### config.mk
export PLATFORM = sky130hd
export DESIGN_NAME = sparse_mult_by_b_sched
export DESIGN_NICKNAME = d
export VERILOG_FILES = /design/src/rtl/sparse_b_pkg.sv /design/src/rtl/rr_grant2.sv /design/src/rtl/sparse_mult_by_b_sched.sv
export SDC_FILE = /design/constraint.sdc
export NUM_CORES = 1
export LEC_CHECK = 0
export CELL_PAD_IN_SITES_DETAIL_PLACEMENT = 1
export CELL_PAD_IN_SITES_GLOBAL_PLACEMENT = 2
export CORE_AREA = 2 2 231 233
export DETAILED_ROUTE_END_ITERATION = 10
export DIE_AREA = 0 0 233 235
export PLACE_DENSITY = 0.77
export SETUP_SLACK_MARGIN = 0.3
export SYNTH_ARGS = -nofsm -noshare
export SYNTH_HDL_FRONTEND = slang
export SYNTH_SLANG_ARGS = --single-unit
export TNS_END_PERCENT = 20
### constraint.sdc
create_clock -name i_clock -period 1.65 [get_ports i_clock]
set_clock_uncertainty 0.1 [all_clocks]
set_input_delay 0.33 -clock i_clock [delete_from_list [all_inputs] [get_ports i_clock]]
set_output_delay 0.33 -clock i_clock [all_outputs]
set_load 0.02 [all_outputs]
### src/rtl/sparse_b_pkg.sv
// Shared constants and FSM state type for the sparse_mult_by_B block scheduler.
package sparse_b_pkg;

    localparam int IN_PER_BLOCK  = 5;
    localparam int OUT_PER_IN    = 11;
    localparam int OUT_PER_BLOCK = IN_PER_BLOCK * OUT_PER_IN;
    localparam int IN_CNT_W      = $clog2(IN_PER_BLOCK + 1);
    localparam int OUT_CNT_W     = $clog2(OUT_PER_BLOCK);

    typedef enum logic [1:0] {
        IDLE,
        FEED,
        DRAIN
    } sched_state_t;

endpackage

### src/rtl/rr_grant2.sv
// Two-way round-robin pick: on a tie the channel that did not win last time gets the grant.
module rr_grant2 (
    input  logic [1:0] valid,
    input  logic       last_grant,
    output logic       grant,
    output logic       grant_valid
);

    always_comb begin
        grant_valid = |valid;
        grant       = 1'b0;
        if (valid == 2'b11) begin
            grant = ~last_grant;
        end else if (valid[1]) begin
            grant = 1'b1;
        end
    end

endmodule

### src/rtl/sparse_mult_by_b_sched.sv
// Time-shares one sparse_mult_by_B core between two requesters, one whole block
// (5 words in, 55 words out) at a time, routing results back to the block owner.
module sparse_mult_by_b_sched
    import sparse_b_pkg::*;
#(
    parameter int WIDTH        = 96,
    parameter int IN_PER_BLOCK = 5,
    parameter int OUT_PER_IN   = 11
) (
    input  logic             i_clock,
    input  logic             i_reset,
    input  logic [WIDTH-1:0] i_s0_data,
    input  logic             i_s0_valid,
    output logic             o_s0_ready,
    input  logic [WIDTH-1:0] i_s1_data,
    input  logic             i_s1_valid,
    output logic             o_s1_ready,
    output logic [WIDTH-1:0] o_core_in_data,
    output logic             o_core_in_valid,
    input  logic             i_core_in_ready,
    input  logic [WIDTH-1:0] i_core_out_data,
    input  logic             i_core_out_valid,
    output logic             o_core_out_ready,
    output logic [WIDTH-1:0] o_m0_data,
    output logic             o_m0_valid,
    input  logic             i_m0_ready,
    output logic             o_m0_last,
    output logic [WIDTH-1:0] o_m1_data,
    output logic             o_m1_valid,
    input  logic             i_m1_ready,
    output logic             o_m1_last,
    output logic             o_busy,
    output logic             o_owner
);

    localparam int OUT_TOTAL = IN_PER_BLOCK * OUT_PER_IN;
    localparam int IN_W      = $clog2(IN_PER_BLOCK + 1);
    localparam int OUT_W     = $clog2(OUT_TOTAL);
    localparam logic [IN_W-1:0]  IN_LAST  = IN_W'(IN_PER_BLOCK - 1);
    localparam logic [OUT_W-1:0] OUT_LAST = OUT_W'(OUT_TOTAL - 1);

    sched_state_t     state;
    sched_state_t     state_next;
    logic             owner;
    logic             last_grant;
    logic             busy;
    logic [IN_W-1:0]  in_cnt;
    logic [OUT_W-1:0] out_cnt;
    logic             grant;
    logic             grant_valid;
    logic             owner_in_valid;
    logic             owner_out_ready;
    logic             in_fire;
    logic             out_fire;

    rr_grant2 u_rr_grant2 (
        .valid       ({i_s1_valid, i_s0_valid}),
        .last_grant  (last_grant),
        .grant       (grant),
        .grant_valid (grant_valid)
    );

    assign owner_in_valid  = owner ? i_s1_valid : i_s0_valid;
    assign owner_out_ready = owner ? i_m1_ready : i_m0_ready;
    assign in_fire         = (state == FEED) && owner_in_valid && i_core_in_ready;
    assign out_fire        = (state != IDLE) && i_core_out_valid && owner_out_ready;

    always_ff @(posedge i_clock) begin
        if (i_reset) begin
            state <= IDLE;
            busy  <= 1'b0;
        end else begin
            state <= state_next;
            busy  <= (state_next != IDLE);
        end
    end

    always_comb begin
        state_next = state;
        case (state)
            IDLE:    if (grant_valid) state_next = FEED;
            FEED:    if (in_fire && (in_cnt == IN_LAST)) state_next = DRAIN;
            DRAIN:   if (out_fire && (out_cnt == OUT_LAST)) state_next = IDLE;
            default: state_next = IDLE;
        endcase
    end

    // Both counters may advance in the same cycle, including on the FEED to DRAIN edge.
    always_ff @(posedge i_clock) begin
        if (i_reset) begin
            owner      <= 1'b0;
            last_grant <= 1'b1;
            in_cnt     <= '0;
            out_cnt    <= '0;
        end else if (state == IDLE) begin
            if (grant_valid) begin
                owner   <= grant;
                in_cnt  <= '0;
                out_cnt <= '0;
            end
        end else begin
            if (in_fire) begin
                in_cnt <= in_cnt + IN_W'(1);
            end
            if (out_fire) begin
                out_cnt <= out_cnt + OUT_W'(1);
            end
            if ((state == DRAIN) && out_fire && (out_cnt == OUT_LAST)) begin
                last_grant <= owner;
                out_cnt    <= '0;
            end
        end
    end

    always_comb begin
        o_core_in_data   = owner ? i_s1_data : i_s0_data;
        o_core_in_valid  = 1'b0;
        o_s0_ready       = 1'b0;
        o_s1_ready       = 1'b0;
        o_core_out_ready = 1'b0;
        o_m0_valid       = 1'b0;
        o_m1_valid       = 1'b0;
        o_m0_last        = 1'b0;
        o_m1_last        = 1'b0;
        if (state == FEED) begin
            o_core_in_valid = owner_in_valid;
            o_s0_ready      = ~owner & i_core_in_ready;
            o_s1_ready      = owner & i_core_in_ready;
        end
        if (state != IDLE) begin
            o_core_out_ready = owner_out_ready;
            o_m0_valid       = ~owner & i_core_out_valid;
            o_m1_valid       = owner & i_core_out_valid;
            o_m0_last        = o_m0_valid && (out_cnt == OUT_LAST);
            o_m1_last        = o_m1_valid && (out_cnt == OUT_LAST);
        end
    end

    assign o_m0_data = i_core_out_data;
    assign o_m1_data = i_core_out_data;
    assign o_busy    = busy;
    assign o_owner   = owner;

endmodule
After elaboration in Yosys (flattened, before gate mapping) --
Cells that the tools add are included. W data, S select, Z words.
Word-level totals: bits in registers 14, latch bits 0, memory bits (writable) 0, ROM bits 0, output and inout bits 298, memories 0
Cells by class: add/sub/neg operators 2, $mul 0, divide/modulo/power cells 0, $lt $le $gt $ge 0, equality and inequality tests 6, shift-type cells 0, muxes and demuxes 24, bitwise gates (word level) 7, reduce and logical (&&, ||, !) cells 20
Operator list (count):
- $mux W96 | 1
- $mux W6 | 4
- $mux W1 | 12
- $logic_and A1 B1 Y1 | 10
- $mux W3 | 3
- $reduce_and A2 Y1 | 4
- $add A6 B1 Y6 const B | 1
- $eq A6 B6 Y1 const B | 1
- $mux W2 | 3
- $pmux W2 S3 | 1
- $reduce_bool A2 Y1 | 3
- $and A1 B1 Y1 | 4
- $eq A2 B2 Y1 const B | 2
- $add A3 B1 Y3 const B | 1
- $eq A3 B3 Y1 const B | 1
- $not A1 Y1 | 3
- $reduce_bool A3 Y1 | 1
- $eq A2 B1 Y1 const B | 1
- $logic_not A2 Y1 | 1
- $ne A2 B2 Y1 const B | 1
- $reduce_or A2 Y1 | 1

Logic depth before layout (Yosys ltp) --
Gate-level depths: netlist of run 1.
depth after elaboration 7, gate-level depth with buffers 6, mapped depth without buffers 6

Modules after synthesis --
From an unflattened synthesis of run 1, not the netlist that was laid out.
Unflattened totals: cells, all modules 400, area total of the unflattened synthesis 3413.3 um^2
By module, submodules not included:
- sparse_mult_by_b_sched | times used 1, cells each 398, area each 3399.5 um^2, seq. area each 280.3 um^2
- rr_grant2 | times used 1, cells each 2, area each 13.8 um^2, seq. area each 0.0 um^2

Worst setup path before layout of run 1 --
OpenSTA, ideal clock, no wires.
path type reg-to-output, from reg owner, in the netlist o_owner, to out o_m1_last, data arrival time 1.671 ns, required time 1.220 ns, path slack -0.451 ns, cell stages (with the launch flop) 6, buffers on the path 3, cell sequence dfxtp_1 > buf_4 > clkbuf_1 > buf_2 > inv_1 > nor3_1
Between the ends: word-level cells in the longest chain between the ends 3
Ends and longest elaborated chain:
- from (decl) | line sparse_mult_by_b_sched.sv:44 | logic owner;
- from (signal assigned) | line sparse_mult_by_b_sched.sv:97 | owner <= grant;
- $and A1 B1 Y1 | line sparse_mult_by_b_sched.sv:133 | o_m1_valid = owner & i_core_out_valid;
- $logic_and A1 B1 Y1 | line sparse_mult_by_b_sched.sv:135 | o_m1_last = o_m1_valid && (out_cnt == OUT_LAST);
- $mux W1 | line sparse_mult_by_b_sched.sv:130 | if (state != IDLE) begin
- to (decl) | line sparse_mult_by_b_sched.sv:31 | output logic o_m1_last,
No other way between the ends.

Worst setup path after layout of run 1 --
from reg owner, in the netlist o_owner, to out o_core_in_data[34]
Between the ends: word-level cells in the longest chain between the ends 1
Ends and longest elaborated chain:
- $mux W96 | line sparse_mult_by_b_sched.sv:116 | o_core_in_data = owner ? i_s1_data : i_s0_data;
- to (decl) | line sparse_mult_by_b_sched.sv:18 | output logic [WIDTH-1:0] o_core_in_data,
No other way between the ends.

==> run metrics, run 1 <==
FFs w/ async S/R, synth=0%; Logic pwr share=69.3%; family with the most delay on the worst path=buffers and inverters; Setup crit end kind=output pin; layout cells sized above 1=51.1%; synth unique cells=41; die height=235 um; I/O Pins=594; Worst slew margin=70.0%; Clock Tree Buf Depth=2; pwr dens=412 nW/um^2; max-cap violations=0; initial DRC count=45; clock share of power=18.4%; Tmin final=2.04 ns; Critical Path Start=o_owner$_SDFFE_PP0P_; largest cells by area after synthesis=buf_4, mux2_2, dfxtp_1, nor2_1, ha_1; Tcrit/Tclk final=124%; grt met1 use=7.87%; Avg WL per Cell=17.9 um; Final Util=13.3%; final slew viol count=0; number of remaining DRC errors=0; die width=233 um; Psw=0.985 mW; Area growth syn-to-layout=103%; Final Hold Fails=0; # clock sinks=14; Rows=84; WS Path Type=reg -> out; status=finished with violations; vias in the first global route=3909; Syn Area/Cell=8.44 um^2; R2R depth=7; global route hottest layer=met2; crit path cell chain=buf_12, buf_4, mux2_4, dlygate4sd2_1; IO buf count=305; P_int=1.88 mW; CTS tree=done; vias per inst=2.87; number of synthesized register bits=14; sw frac=34.3%; Synth area leader=buf_4; GRT Util Overall=7.51%; Post-DP HPWL=19100 um; largest net degree at the start of global routing=29; initial antenna violation count=2; final setup margin=-0.393 ns; most common cell in the synthesized netlist=buf_4; Final Non-Filler Cells=1271; dominant synthesized flop cell=dfxtp_1; area of the core=52200 um^2; Reg clk slew, reported paths=0.05 ns; GP Congestion=0.691; syn_nets=706; router iterations before antenna repair=4; Post-synth EDFFs=0; placed cell count=1246; WL final=22800 um; R2R Path End=out_cnt[2]$_SDFFE_PP0P_; CP max stage delay=0.38 ns; Initial Utilization=6.56%; total CTS buffers=3; Worst Path Required=1.22 ns; CTS Hold Buffers Added=0; Max FO, Critical Path=11; first-pass GRT wire length=29400 um; worst skew pair latency=0.25 ns; crit start category=register; crit path capture=o_core_in_data[34]; met2 usage=11.3%; post-route ant nets=0; grt ovf=0; failing checks=setup timing; final setup vio count=110; R2R Setup Slk=-0.29 ns; synthesized cell area=3430 um^2; crit path DAT=1.61 ns; Seq pwr share=12.4%; register area share after synthesis=8.18%; top-area cell type share of the netlist area=42.3%; routed vias=3648; Worst Hold Class=reg -> reg; Buf/Inv on CP=3; Post-synth top cells=buf_4, mux2_2, nor2_1; VDD IR max=260 uV; H-tree depth=1; RSZ-0062 raised after global routing=true; Leak=2.74 nW; FF-to-FF Start=o_owner$_SDFFE_PP0P_; CP max-delay cell=dfxtp_4; warnings from Yosys=0; gate count after technology mapping=406; grt met3 use=6.80%; Root Buffer=clkbuf_16; nets@finish=882; number of stages on the worst setup path=4; fmax=0.489 GHz; Worst-Margin Slew=0.447 ns; DIE AREA=54800 um^2
-- power groups by stage --
stage                     sequential [mW]  clock [mW]  combinational (mW)
final                               0.354       0.528                1.99
after global routing                0.355       0.548                2.11
after detailed placement            0.361           0                1.91
after CTS                           0.355       0.533                1.95
after global placement              0.361           0                1.90
after floorplan                     0.364           0                1.45
-- flip-flops by register name, indices dropped and copies added, names as in the netlist --
| name | flops |
|---|---|
| o_busy | 1 |
| state | 2 |
| in_cnt | 3 |
| last_grant | 1 |
| o_owner | 1 |
| out_cnt | 6 |
-- worst reg2reg max path, delay by kind of cell, from the launching register on --
kind,cells,cell delay (ns)
flip-flops,1,0.38
multiplexers,1,0.09
AO/OA/AOI/OAI,1,0.24
AND/OR/NAND/NOR,2,0.49
buffers and inverters,3,0.53
-- cell families (layout without fill, tap and decap cells) --
family	count (synthesis)	in the layout	share of synthesized area [%]
muxes	101	101	33.1
AOI/OAI and AO/OA	24	24	4.93
adders and majority gates	4	4	1.46
DFF	14	14	8.18
other	0	2	0
and+or+nand+nor	51	51	7.71
buffers and inverters	212	387	44.7
-- cells in the final DEF (no fill, tap or decap), types with 3 or more instances in the layout --
cell and instances:
clkbuf_16 4, mux2_2 19, dfxtp_1 13, mux2_4 78
buf_12 8, clkdlybuf4s15_2 18, clkdlybuf4s50_1 199, mux2i_1 3
o21ai_1 3, ha_1 3, buf_8 5, nor2_1 10
nand3_1 7, inv_1 7, a21oi_1 4, nor2_2 7
clkbuf_2 11, buf_4 52, buf_6 53, nand2_1 5
buf_2 24
-- per-stage QoR --
step	area (um^2)	setup WS, ns	hold WS (ns)	total power, mW	setup TNS [ns]
floorplan	3840	0.0706	0.371	1.81	0
global placement	6540	-0.551	0.395	2.26	-35.50
detailed placement	6540	-0.550	0.404	2.27	-36.05
CTS	6770	-0.447	0.411	2.83	-32.86
global route	6960	-0.445	0.438	3.01	-33.64
finish	6960	-0.393	0.404	2.87	-28.65
-- final cells by class --
type / count / area (um^2)
Antenna cell: 2 / 5.00
Multi-Input combinational cell: 180 / 2000
Tap cell: 688 / 861
Inverter: 7 / 26.3
Fill cell: 6144 / 45300
Timing Repair Buffer: 376 / 3700
Sequential cell: 14 / 284
Clock buffer: 4 / 88.8
-- worst min-delay path by stage --
stage | cells past startpoint | start | slack (ns) | end
after floorplan | 2 | in_cnt[2]$_SDFFE_PP0P_ | 0.37 | state[1]$_SDFF_PP0_
after global placement | 2 | in_cnt[1]$_SDFFE_PP0P_ | 0.40 | in_cnt[1]$_SDFFE_PP0P_
after detailed placement | 2 | in_cnt[1]$_SDFFE_PP0P_ | 0.40 | in_cnt[1]$_SDFFE_PP0P_
after CTS | 2 | in_cnt[1]$_SDFFE_PP0P_ | 0.41 | in_cnt[1]$_SDFFE_PP0P_
after global routing | 2 | in_cnt[1]$_SDFFE_PP0P_ | 0.44 | in_cnt[1]$_SDFFE_PP0P_
final | 2 | in_cnt[1]$_SDFFE_PP0P_ | 0.40 | in_cnt[1]$_SDFFE_PP0P_
-- routing by layer --
layer	up-vias	routed length (um)
met1	1654	8460
met2	434	9390
met3	14	4730
met5	-	50
met4	2	153
li1	1544	-
-- what timing repair did --
| action | CTS | global route |
|---|---|---|
| endpoints found under the hold margin | 0 | 0 |
| resized for setup | 341 | 69 |
| pin swaps | 2 | 2 |
| setup endpoints to repair | 120 | 120 |
| setup buffers | 4 | 12 |
| cloned | 2 | 1 |
Note: power is estimated with default switching activity, not from simulation.
==> run 2: changes to the inputs <==
--- a/config.mk
+++ b/config.mk
@@ -10,7 +10,7 @@
 export CORE_AREA = 2 2 231 233
 export DETAILED_ROUTE_END_ITERATION = 10
 export DIE_AREA = 0 0 233 235
-export PLACE_DENSITY = 0.77
+export PLACE_DENSITY = 0.74
 export SETUP_SLACK_MARGIN = 0.3
 export SYNTH_ARGS = -nofsm -noshare
 export SYNTH_HDL_FRONTEND = slang
==> run metrics, run 2 (synthesized netlist as in run 1, its figures left out) <==
Worst-Margin Slew=0.411 ns (-0.0365 ns); post-route ant nets=0 (unchanged); worst hold endpoint=state[1]$_SDFF_PP0_; Clock Tree Buf Depth=2 (unchanged); Setup crit end kind=output pin; initial DRC count=59 (+31%); I/O Pins=594 (unchanged); crit path cell chain=buf_12, buf_6, mux2_4, dlygate4sd2_1; largest net degree at the start of global routing=20 (-31%); Tcrit/Tclk final=127% (+3.4 points); fmax=0.476 GHz (-2.6%); Tmin final=2.10 ns (+0.0555 ns); area of the core=52200 um^2 (unchanged); max reg flops=6 (unchanged); RSZ-0062 raised after global routing=true; DIE AREA=54800 um^2 (unchanged); Worst slew margin=72.3% (+2.3 points); final setup margin=-0.449 ns (-0.0555 ns); nets@finish=866 (-1.8%); Ant. Diodes=0 (-2); grt ovf=0 (unchanged); crit path DAT=1.67 ns (+0.06 ns); CTS tree=done; Worst Hold Class=reg -> reg; R2R Path End=out_cnt[2]$_SDFFE_PP0P_; commonest non-fill, non-tap cell in the layout=clkdlybuf4s50_1; Final Util=12.8% (-0.55 points); pre-CTS setup slack=-0.638 ns (-0.0877 ns); fin area=6680 um^2 (-4.1%); CP max-delay cell=dfxtp_4; Rows=84 (unchanged); FF-to-FF Start=o_owner$_SDFFE_PP0P_; Worst Path Required=1.22 ns (about the same); total CTS buffers=3 (unchanged); pwr dens=394 nW/um^2 (-4.5%); status=finished with violations; router iterations before antenna repair=4 (unchanged); # clock sinks=14 (unchanged); VDD IR max=273 uV (+5.1%); final setup vio count=113 (+2.7%); CP max stage delay=0.37 ns (about the same); Hold Crit Depth=2 (unchanged); Final Hold Fails=0 (unchanged); CTS Hold Buffers Added=0 (unchanged); Initial Utilization=6.56% (unchanged); layout cells sized above 1=43.0% (-8.1 points); R2R Setup Slk=-0.37 ns (-0.08 ns); IO buf count=305 (unchanged); first-pass GRT wire length=23700 um (-19%); filler cell count in the final layout=6176 (+0.52%); die width=233 um (unchanged); Area growth syn-to-layout=94.9%; crit start category=register; die height=235 um (unchanged); WS Path Type=reg -> out; Critical Path Start=o_owner$_SDFFE_PP0P_; worst skew pair latency=0.25 ns (about the same); number of remaining DRC errors=0 (unchanged); HP Start=in_cnt[2]$_SDFFE_PP0P_; GRT Util Overall=5.63% (-1.9 points); initial antenna violation count=0 (-2); final slew viol count=0 (unchanged); Max FO, Critical Path=18 (+7); DP Area=6570 um^2 (+0.42%); most frequent cells in the layout=clkdlybuf4s50_1, mux2_4, buf_4; vias in the first global route=3781 (-3.3%); routed vias=3463 (-5.1%); failing checks=setup timing; Post-DP HPWL=15100 um (-21%); GP Congestion=0.679 (-1.6%); Avg WL per Cell=13.8 um (-23%); R2R depth=8 (+1); H-tree depth=1 (unchanged); WL final=17300 um (-24%); Root Buffer=clkbuf_16; most flop-heavy register=out_cnt; vias per inst=2.76 (-3.7%); Leak=2.61 nW (-4.8%); Reg clk slew, reported paths=0.05 ns (about the same); biggest regs=out_cnt: 6 flops, in_cnt: 3 flops, state: 2 flops; max-cap violations=0 (unchanged)
-- run 2: area by class of cell --
class	instances	area [um^2]	area share [%]
clock buffers	4	88.8	1.33
inverters	7	26.3	0.394
multi-input cells	180	2000	30.0
flip-flops and latches	14	292	4.37
well taps	688	861	12.9
repair buffers	360	3400	51.0
-- run 2: power breakdown --
part	switching (mW)	internal (mW)	leakage (nW)
Sequential	0.0107	0.345	0.116
Combinational	0.704	1.05	2.45
Clock	0.154	0.368	0.0442
Total	0.868	1.76	2.61
-- run 2: per-layer routing --
layer | vias to the layer above | global-route usage [%] | wire [um]
li1 | 1499 | - | -
met1 | 1530 | 5.63 | 5960
met2 | 412 | 9.48 | 7880
met3 | 18 | 3.94 | 3150
met4 | 4 | 0.946 | 227
met5 | - | 1.52 | 123
-- run 2: timing repair --
item	CTS	global route
gates cloned	0	0
endpoints found under the setup margin	120	119
pin swaps	5	2
buffers inserted	0	2
gates resized for setup	223	96
-- run 2: critical path: cells and delay by family, from the launching register on --
family   cells  cell delay, ns
mux          1            0.33
buf+inv      3            0.68
flops        1            0.37
-- run 2: metrics by stage --
stage                     std cells  setup TNS [ns]  hold slack [ns]  total power, mW
after floorplan                 406               0            0.371             1.81
after global routing           1253          -40.41            0.451             2.75
after detailed placement       1247          -45.90            0.412             2.21
after global placement         1247          -45.20            0.394             2.19
final                          1253          -33.74            0.412             2.63
after CTS                      1251          -41.70            0.421             2.63
-- run 2: worst max path at each step --
stage,endpoint,slack (ns)
6_report,o_core_in_data[69],-0.45
5_1_grt,o_core_in_data[49],-0.49
4_1_cts,o_core_in_data[69],-0.49
3_5_place_dp,o_core_out_ready,-0.64
3_3_place_gp,o_core_out_ready,-0.66
2_1_floorplan,o_core_in_data[21],0.07
==> run 3: changes to the inputs <==
--- a/config.mk
+++ b/config.mk
@@ -8,6 +8,7 @@
 export CELL_PAD_IN_SITES_DETAIL_PLACEMENT = 1
 export CELL_PAD_IN_SITES_GLOBAL_PLACEMENT = 2
 export CORE_AREA = 2 2 231 233
+export CTS_CLUSTER_SIZE = 40
 export DETAILED_ROUTE_END_ITERATION = 10
 export DIE_AREA = 0 0 233 235
 export PLACE_DENSITY = 0.74
==> constraint.sdc (replaced) <==
create_clock -name i_clock -period 1.93 [get_ports i_clock]
set_clock_uncertainty 0.1 [all_clocks]
set_input_delay 0.386 -clock i_clock [delete_from_list [all_inputs] [get_ports i_clock]]
set_output_delay 0.386 -clock i_clock [all_outputs]
set_load 0.02 [all_outputs]
==> run metrics, run 3 (synthesized netlist as in run 1, its figures left out) <==
# clock sinks=14 (unchanged); Worst Path Required=1.44 ns (+0.22 ns); Setup crit end kind=output pin; failing checks=setup timing; post-route ant nets=0 (unchanged); Max FO, Critical Path=6 (-12); Final Hold Fails=0 (unchanged); die width=233 um (unchanged); VDD IR max=259 uV (-5.2%); WS Path Type=reg -> out; Worst slew margin=75.6% (+3.2 points); Root Buffer=clkbuf_16; final setup vio count=79 (-30%); most flop-heavy register=out_cnt; GRT Util Overall=5.92% (+0.29 points); area of the core=52200 um^2 (unchanged); Leak=2.80 nW (+7.2%); final setup margin=-0.116 ns (+0.333 ns); Worst-Margin Slew=0.363 ns (-0.0480 ns); filler cell count in the final layout=6118 (-0.94%); Post-DP HPWL=15500 um (+3.2%); vias per inst=2.75 (-0.61%); routed vias=3472 (+0.26%); CP max-delay cell=dfxtp_4; status=finished with violations; die height=235 um (unchanged); Hold Crit Depth=2 (unchanged); max reg flops=6 (unchanged); I/O Pins=594 (unchanged); Setup TNS Final=-5.79 ns (+27.95 ns); CTS Hold Buffers Added=0 (unchanged); first-pass GRT wire length=24400 um (+3.0%); pwr dens=343 nW/um^2 (-13%); Most Frequent Cell on Critical Path=buf_6; fmax=0.489 GHz; max-cap violations=0 (unchanged); biggest regs=out_cnt: 6 flops, in_cnt: 3 flops, state: 2 flops; initial antenna violation count=1 (+1); largest net degree at the start of global routing=13 (-35%); commonest non-fill, non-tap cell in the layout=clkdlybuf4s50_1; crit start category=register; Avg WL per Cell=14.7 um (+6.0%); DIE AREA=54800 um^2 (unchanged); most frequent cells in the layout=clkdlybuf4s50_1, mux2_4, buf_6; number of remaining DRC errors=0 (unchanged); RSZ-0062 raised after global routing=true; Rows=84 (unchanged); GP Congestion=0.708 (+4.2%); crit path DAT=1.56 ns (-0.11 ns); WL final=18500 um (+6.9%); Initial Utilization=6.56% (unchanged); Reg clk slew, reported paths=0.05 ns (about the same); CP max stage delay=0.44 ns (+0.07 ns); final slew viol count=0 (unchanged); initial DRC count=83 (+41%); total CTS buffers=3 (unchanged); Tcrit/Tclk final=106%; IO buf count=305 (unchanged); Area growth syn-to-layout=106%; nets@finish=876 (+1.2%); Clock Tree Buf Depth=2 (unchanged); vias in the first global route=3801 (+0.53%); router iterations before antenna repair=4 (unchanged); overall power=2.42 mW (-8.0%); layout cells sized above 1=49.0% (+6.0 points); Tmin final=2.05 ns; R2R depth=7 (-1); grt ovf=0 (unchanged); worst skew pair latency=0.25 ns (about the same); CTS tree=done; Worst Hold Class=reg -> reg; crit path cell chain=buf_6, buf_12, buf_8, mux2_4, buf_6; H-tree depth=1 (unchanged)
[run 3: changes by cell type in the layout (fill, tap and decap cells not counted), sizes merged]
cell,delta
buf,+78
clkdlybuf4s15,-28
clkbuf,-9
dlygate4sd2,-31
diode,+1
[run 3: cell type report]
| class | count | area (um^2) | area share, % |
|---|---|---|---|
| antenna | 1 | 2.50 | 0.0355 |
| sequential | 14 | 284 | 4.03 |
| inverter | 7 | 26.3 | 0.373 |
| clock buffer | 4 | 88.8 | 1.26 |
| multi-input combinational | 180 | 2030 | 28.9 |
| timing repair buffer | 370 | 3750 | 53.2 |
| tap | 688 | 861 | 12.2 |
[run 3: routing by layer]
layer / vias up / global-route usage (%) / part of all wire (%)
li1: 1526 / - / -
met1: 1552 / 6.80 / 40
met2: 380 / 8.95 / 43
met3: 10 / 4.32 / 17
met4: 4 / 0.618 / 0.63
met5: - / 1.52 / 0.44
[run 3: path summary, 6_finish.rpt]
| kind | slack [ns] | endpoint | startpoint |
|---|---|---|---|
| min | 0.41 | in_cnt[1]$_SDFFE_PP0P_ | in_cnt[1]$_SDFFE_PP0P_ |
| min reg2reg | 0.41 | in_cnt[1]$_SDFFE_PP0P_ | in_cnt[1]$_SDFFE_PP0P_ |
| max reg2reg | 0.03 | out_cnt[2]$_SDFFE_PP0P_ | o_owner$_SDFFE_PP0P_ |
| max | -0.12 | o_core_in_data[44] | o_owner$_SDFFE_PP0P_ |
[run 3: metrics by stage]
stage | instance area (um^2) | utilization [%] | hold WS [ns] | std cells | setup WS [ns]
floorplan | 3840 | - | 0.371 | 406 | 0.294
global placement | 6520 | 12.5 | 0.392 | 1244 | -0.374
detailed placement | 6520 | 12.5 | 0.410 | 1244 | -0.379
CTS | 6490 | 12.4 | 0.416 | 1256 | -0.235
global route | 7040 | 13.5 | 0.452 | 1264 | -0.188
finish | 7040 | 13.5 | 0.411 | 1264 | -0.116
[run 3: critical path, delay by kind of cell, from the launching register on]
family   cells  cell delay (ns)
buf+inv      4             0.55
flops        1             0.44
mux          1             0.31
[run 3: power by group]
| part | leakage (nW) | total [mW] | switching, mW | internal (mW) |
|---|---|---|---|---|
| Combinational | 2.64 | 1.67 | 0.640 | 1.03 |
| Sequential | 0.114 | 0.308 | 0.0119 | 0.296 |
| Clock | 0.0442 | 0.443 | 0.128 | 0.315 |
| Total | 2.80 | 2.42 | 0.780 | 1.64 |
[run 3: repair_timing]
action | CTS | global route
resized for setup | 393 | 181
hold endpoints to repair | 0 | 0
cloned | 1 | 3
setup buffers | 7 | 4
setup endpoints to repair | 119 | 118
pin swaps | 1 | 3
